**src/rtl/web_fire_controller.sv**
```systemverilog
// Web fire controller: validates a web request against fluid, energy and
// tracer resources, sequences shots and cooldowns, and handles reloads.
module web_fire_controller #(
  parameter int unsigned SEL_W      = 3,
  parameter int unsigned FLUID_W    = 4,
  parameter int unsigned TRACER_W   = 6,
  parameter int unsigned ENERGY_W   = 8,
  parameter int unsigned TASER_IDX  = 4,
  parameter int unsigned RAPID_IDX  = 5,
  parameter int unsigned TRACER_IDX = 6,
  parameter int unsigned TASER_E    = 64,
  parameter int unsigned RAPID_N    = 3,
  parameter int unsigned COOLDOWN   = 4,
  parameter int unsigned RELOAD_CYC = 10
) (
  input  logic                  clk,
  input  logic                  reset,
  input  logic                  enable,
  input  logic [SEL_W-1:0]      select,
  input  logic                  req,
  input  logic [ENERGY_W-1:0]   energy,
  output logic [2**SEL_W-1:0]   fire_onehot,
  output logic                  busy,
  output logic                  done,
  output logic                  denied,
  output logic [FLUID_W-1:0]    fluid_level,
  output logic [TRACER_W-1:0]   tracers_left
);

  localparam int unsigned N          = 2**SEL_W;
  localparam int unsigned FLUID_MAX  = 2**FLUID_W - 1;
  localparam int unsigned TRACER_MAX = 2**TRACER_W - 1;
  localparam int unsigned CD_W       = $clog2(COOLDOWN + 1);
  localparam int unsigned RL_W       = $clog2(RELOAD_CYC + 1);

  typedef enum logic [2:0] {
    ST_IDLE,
    ST_CHECK,
    ST_FIRE,
    ST_COOL,
    ST_RELOAD
  } state_t;

  state_t              state_q;
  logic [SEL_W-1:0]    idx_q;
  logic [SEL_W-1:0]    index_d;
  logic [FLUID_W-1:0]  fluid_q;
  logic [TRACER_W-1:0] tracers_q;
  logic [FLUID_W-1:0]  shots_q;
  logic [CD_W-1:0]     cd_cnt_q;
  logic [RL_W-1:0]     rl_cnt_q;
  logic [N-1:0]        fire_q;
  logic                busy_q;
  logic                done_q;
  logic                denied_q;
  logic                check_ok;

  // Web index is the bit-reversed select (select[0] is the index MSB).
  always_comb begin
    index_d = {<<{select}};
  end

  // Resource check for the latched web: fluid cost, taser energy, tracer stock.
  always_comb begin
    check_ok = 1'b1;
    if (idx_q == SEL_W'(RAPID_IDX)) begin
      if (fluid_q < FLUID_W'(RAPID_N)) check_ok = 1'b0;
    end else if (fluid_q == '0) begin
      check_ok = 1'b0;
    end
    if ((idx_q == SEL_W'(TASER_IDX)) && (energy < ENERGY_W'(TASER_E))) check_ok = 1'b0;
    if ((idx_q == SEL_W'(TRACER_IDX)) && (tracers_q == '0)) check_ok = 1'b0;
  end

  // Controller FSM with registered pulses and resource counters.
  always_ff @(posedge clk) begin
    if (reset) begin
      state_q   <= ST_IDLE;
      idx_q     <= '0;
      fluid_q   <= FLUID_W'(FLUID_MAX);
      tracers_q <= TRACER_W'(TRACER_MAX);
      shots_q   <= '0;
      cd_cnt_q  <= '0;
      rl_cnt_q  <= '0;
      fire_q    <= '0;
      busy_q    <= 1'b0;
      done_q    <= 1'b0;
      denied_q  <= 1'b0;
    end else begin
      fire_q   <= '0;
      done_q   <= 1'b0;
      denied_q <= 1'b0;
      case (state_q)
        ST_IDLE: begin
          if (req && enable) begin
            idx_q   <= index_d;
            state_q <= ST_CHECK;
            busy_q  <= 1'b1;
          end
        end
        ST_CHECK: begin
          if (!enable) begin
            state_q <= ST_IDLE;
            busy_q  <= 1'b0;
          end else if (idx_q == SEL_W'(N - 1)) begin
            state_q  <= ST_RELOAD;
            rl_cnt_q <= RL_W'(RELOAD_CYC - 1);
          end else if (check_ok) begin
            state_q       <= ST_FIRE;
            fire_q[idx_q] <= 1'b1;
            shots_q       <= (idx_q == SEL_W'(RAPID_IDX)) ? FLUID_W'(RAPID_N - 1) : '0;
          end else begin
            state_q  <= ST_IDLE;
            busy_q   <= 1'b0;
            denied_q <= 1'b1;
          end
        end
        ST_FIRE: begin
          // The shot has left the nozzle, so it is paid for even on abort.
          if (fluid_q != '0) fluid_q <= fluid_q - 1'b1;
          if ((idx_q == SEL_W'(TRACER_IDX)) && (tracers_q != '0)) tracers_q <= tracers_q - 1'b1;
          if (!enable) begin
            state_q <= ST_IDLE;
            busy_q  <= 1'b0;
          end else begin
            state_q  <= ST_COOL;
            cd_cnt_q <= CD_W'(COOLDOWN - 1);
          end
        end
        ST_COOL: begin
          if (!enable) begin
            state_q <= ST_IDLE;
            busy_q  <= 1'b0;
          end else if (cd_cnt_q == '0) begin
            if (shots_q != '0) begin
              state_q       <= ST_FIRE;
              fire_q[idx_q] <= 1'b1;
              shots_q       <= shots_q - 1'b1;
            end else begin
              state_q <= ST_IDLE;
              busy_q  <= 1'b0;
              done_q  <= 1'b1;
            end
          end else begin
            cd_cnt_q <= cd_cnt_q - 1'b1;
          end
        end
        ST_RELOAD: begin
          if (!enable) begin
            state_q <= ST_IDLE;
            busy_q  <= 1'b0;
          end else if (rl_cnt_q == '0) begin
            state_q <= ST_IDLE;
            busy_q  <= 1'b0;
            done_q  <= 1'b1;
            fluid_q <= FLUID_W'(FLUID_MAX);
          end else begin
            rl_cnt_q <= rl_cnt_q - 1'b1;
          end
        end
        default: begin
          state_q <= ST_IDLE;
          busy_q  <= 1'b0;
        end
      endcase
    end
  end

  assign fire_onehot  = fire_q;
  assign busy         = busy_q;
  assign done         = done_q;
  assign denied       = denied_q;
  assign fluid_level  = fluid_q;
  assign tracers_left = tracers_q;

endmodule

```
**config.mk**
```make
export PLATFORM = sky130hd
export DESIGN_NAME = web_fire_controller
export DESIGN_NICKNAME = d
export VERILOG_FILES = /design/src/rtl/web_fire_controller.sv
export SDC_FILE = /design/constraint.sdc
export NUM_CORES = 1
export LEC_CHECK = 0
export ABC_AREA = 1
export CAP_MARGIN = 20
export CORE_ASPECT_RATIO = 0.9
export CORE_UTILIZATION = 47
export DETAILED_ROUTE_END_ITERATION = 12
export HOLD_SLACK_MARGIN = 0.05
export PLACE_DENSITY = 0.73
export SLEW_MARGIN = 0
export SYNTH_ARGS = -nofsm -noshare
export SYNTH_HDL_FRONTEND = slang
export SYNTH_SLANG_ARGS = --single-unit
export TNS_END_PERCENT = 20
```
**constraint.sdc**
```tcl
create_clock -name clk -period 2.3 [get_ports clk]
set_input_delay 0.46 -clock clk [delete_from_list [all_inputs] [get_ports clk]]
set_output_delay 0.46 -clock clk [all_outputs]
set_load 0.03 [all_outputs]
```
==> summary.txt <==
Worst setup path
  – Buf+Inv Stages, Crit Path: 1
  – Worst Path Max Fanout: 5
  – Startpoint types: register
  – Critical path class: reg2out
  – Reg2Reg Depth: 13
  – RR Startpoint: cd_cnt_q[0]
  – Critical path depth: 1
  – CP Data Arrival Time: 1.38 ns
  – Crit. Startpoint: tracers_left[2]
  – Worst setup EP type: primary output
  – Crit-path cells: clkdlybuf4s50_1
  – Critical-path top delay cell: clkdlybuf4s50_1
  – Crit-path leading delay family: buffers and inverters
  – Crit path required time: 1.84 ns
  – Slowest Stage Delay on Critical Path: 0.69 ns

CTS
  – Clk_lat worst skew: 0.29 ns
  – H-tree Lvls: 2
  – Post-CTS Resized: 0
  – CTS Buf Count: 5
  – Root Buffer: clkbuf_8
  – CTS max path bufs: 2
  – CTS clk-pin slew, worst paths: 0.07 ns
  – CTS tree: done
  – CTS sink cnt: 38
  – # Post-CTS Setup Buffers: 0
  – CTS Hold Buffers Added: 0

GRT
  – Grt ovf: 0
  – GR Util All Layers: 19.8%
  – Vias in the first global route: 1599
  – Initial antenna violation count: 0
  – Pin count of the biggest net entering global routing: 13
  – Global-route wire length before repair: 6910 µm

Route
  – Vias: 1832
  – DRC Markers: 6
  – DR pass1 iterations: 8
  – Detail Route Antenna Nets: 0
  – Routed wire per std cell: 11.4 µm
  – Initial DRC Count: 90
  – Total wire length: 4100 µm
  – Avg Vias per Cell: 5.07

Status
  – Run status: complete, but fails checks
  – Failing checks: DRC

Yosys
  – Synth Register Bits: 38
  – Synth Area per Inst: 7.25 µm²
  – Post-synth top area share: 38.2%
  – Synth unique cells: 30
  – Biggest area consumer among synthesized cells: dfxtp_1
  – Post-Synthesis Cells: 275
  – Synth Warn #: 0
  – Post-synth EDFFs: 0
  – Synth Cell Area: 1990 µm²
  – Top cells by area, synth: dfxtp_1, nand2_1, inv_1
  – Ys flop type: dfxtp_1
  – Register area share after synthesis: 38.2%
  – Syn nets: 300
  – Ys async rst share: 0%

Pwr
  – Total power: 0.00136 W
  – P_int: 0.00104 W
  – Sequential power share: 49.9%
  – Max VDD drop: 0.000343 V
  – Leakage: 1.14 nW
  – Clock Power Share: 40.8%
  – P per Cell Area: 553 nW/µm²
  – NetSw: 0.000327 W
  – Switching share of power: 24.0%
  – Combinational power share: 9.3%

Layout
  – Final #Nets: 337
  – Post-Route Utilization: 60.6%
  – Layout cell share with drive strength beyond 1: 12.8%
  – Layout area overhead: 23.8%
  – Inserted Diodes: 0
  – Post-route insts no fill: 361

STA
  – Final WS setup: 0.458 ns
  – RSZ-0062 raised after global routing: false
  – Max Freq: 0.543 GHz
  – Setup tns final: 0 ns
  – Final min period: 1.84 ns
  – Final period utilization: 80.1%
  – Clk_skew: 0.00519 ns
  – Setup violations, final: 0
  – Final Hold Violating Endpoints: 0
  – Slew @ Worst Pin: 0.309 ns
  – Slew margin rel.: 79.4%
  – Fin. max-slew vios: 0

Min path
  – HP Class: reg2reg
  – Worst hold stages: 1
  – Hold path start: cd_cnt_q[2]

Floorplan
  – Row Count: 22
  – CORE AREA: 4070 µm²
  – Io pins: 36
  – Initial Util: 48.9%
  – DIE HEIGHT: 63.8 µm
  – Die area: 4510 µm²
  – Chip Width: 70.6 µm

Placement
  – Routability cong.: 0.917
  – Pre-CTS setup slack: 0.206 ns
  – Placed cells: 353
  – PortBufs: 29
  – Post-detail-place hpwl: 3160 µm

Flow run
  – Maxcap violations: 0
==> power groups by stage <==
stage	sequential, W	combinational, W	clock [W]
finish	0.000680	0.000127	0.000557
global placement	0.000695	0.000124	0
global route	0.000682	0.000140	0.000607
detailed placement	0.000695	0.000126	0
CTS	0.000680	0.000127	0.000569
floorplan	0.000700	0.0000774	0
==> kinds of logic after synthesis <==
logic type	synth area share, %
buffers and inverters	9.23
flip-flops	38.2
adder cells (fa/ha/maj)	6.28
XOR/XNOR	1.32
AND/OR/NAND/NOR	33.6
AO/OA/AOI/OAI	11.4
==> sequential cells by signal (all words and copies together), names as in the netlist <==
| name | flops |
|---|---|
| busy | 1 |
| done | 1 |
| tracers_left | 6 |
| state_q | 3 |
| idx_q | 3 |
| cd_cnt_q | 3 |
| fire_onehot | 8 |
| fluid_level | 4 |
| denied | 1 |
| rl_cnt_q | 4 |
| shots_q | 4 |
==> final timing paths <==
path                                         to  slack, ns
worst max register to register             busy       0.58
worst max-delay path            tracers_left[2]       0.46
worst min register to register      cd_cnt_q[2]       0.46
worst min-delay path                cd_cnt_q[2]       0.46
==> area by class of cell <==
type | count | area, µm²
fillers | 395 | 1610
multi-input cells | 188 | 1050
flip-flops and latches | 38 | 761
repair buffers | 32 | 313
inverters | 47 | 176
clock buffers | 5 | 68.8
well taps | 48 | 60.1
clock inverters | 3 | 40.0
==> Yosys cell counts (2+ instances only) <==
cell	count
inv_2	6
xnor2_1	3
nor3_2	2
ha_1	10
nand2_2	6
clkbuf_1	2
nand3_1	23
nor2_2	5
nor3_1	7
o21ai_0	10
a21oi_1	19
nand4_1	3
nand2_1	47
nand2_4	2
nand3_2	3
nor2_1	33
o22ai_1	2
dfxtp_1	38
o21ai_1	3
inv_1	41
==> routing by layer <==
layer / global-route usage, % / routed length, µm
met5: 0 / 0
met4: 9.50 / 106
met3: 7.26 / 196
met2: 32.0 / 1910
met1: 23.4 / 1890
==> layout by cell type, fill, tap and decap left out, types with 3 or more instances in the layout <==
cell type / netlist / final
buf_4: 0 / 3
inv_1: 41 / 41
nor3_1: 7 / 7
clkdlybuf4s50_1: 0 / 29
clkbuf_8: 0 / 5
nand3_2: 3 / 3
nand2_2: 6 / 6
nor2_1: 33 / 33
o21ai_1: 3 / 3
nand2_1: 47 / 47
dfxtp_1: 38 / 38
inv_2: 6 / 6
nand4_1: 3 / 3
o21ai_0: 10 / 10
nand3_1: 23 / 23
a21oi_1: 19 / 19
nor2_2: 5 / 5
ha_1: 10 / 10
xnor2_1: 3 / 3
==> through the flow <==
step | hold slack, ns | instance area, µm²
3_5_place_dp | 0.445 | 2360
2_1_floorplan | 0.429 | 1990
6_report | 0.459 | 2470
3_3_place_gp | 0.441 | 2360
5_1_grt | 0.473 | 2470
4_1_cts | 0.456 | 2470
Power figures use the tool's default switching activity.
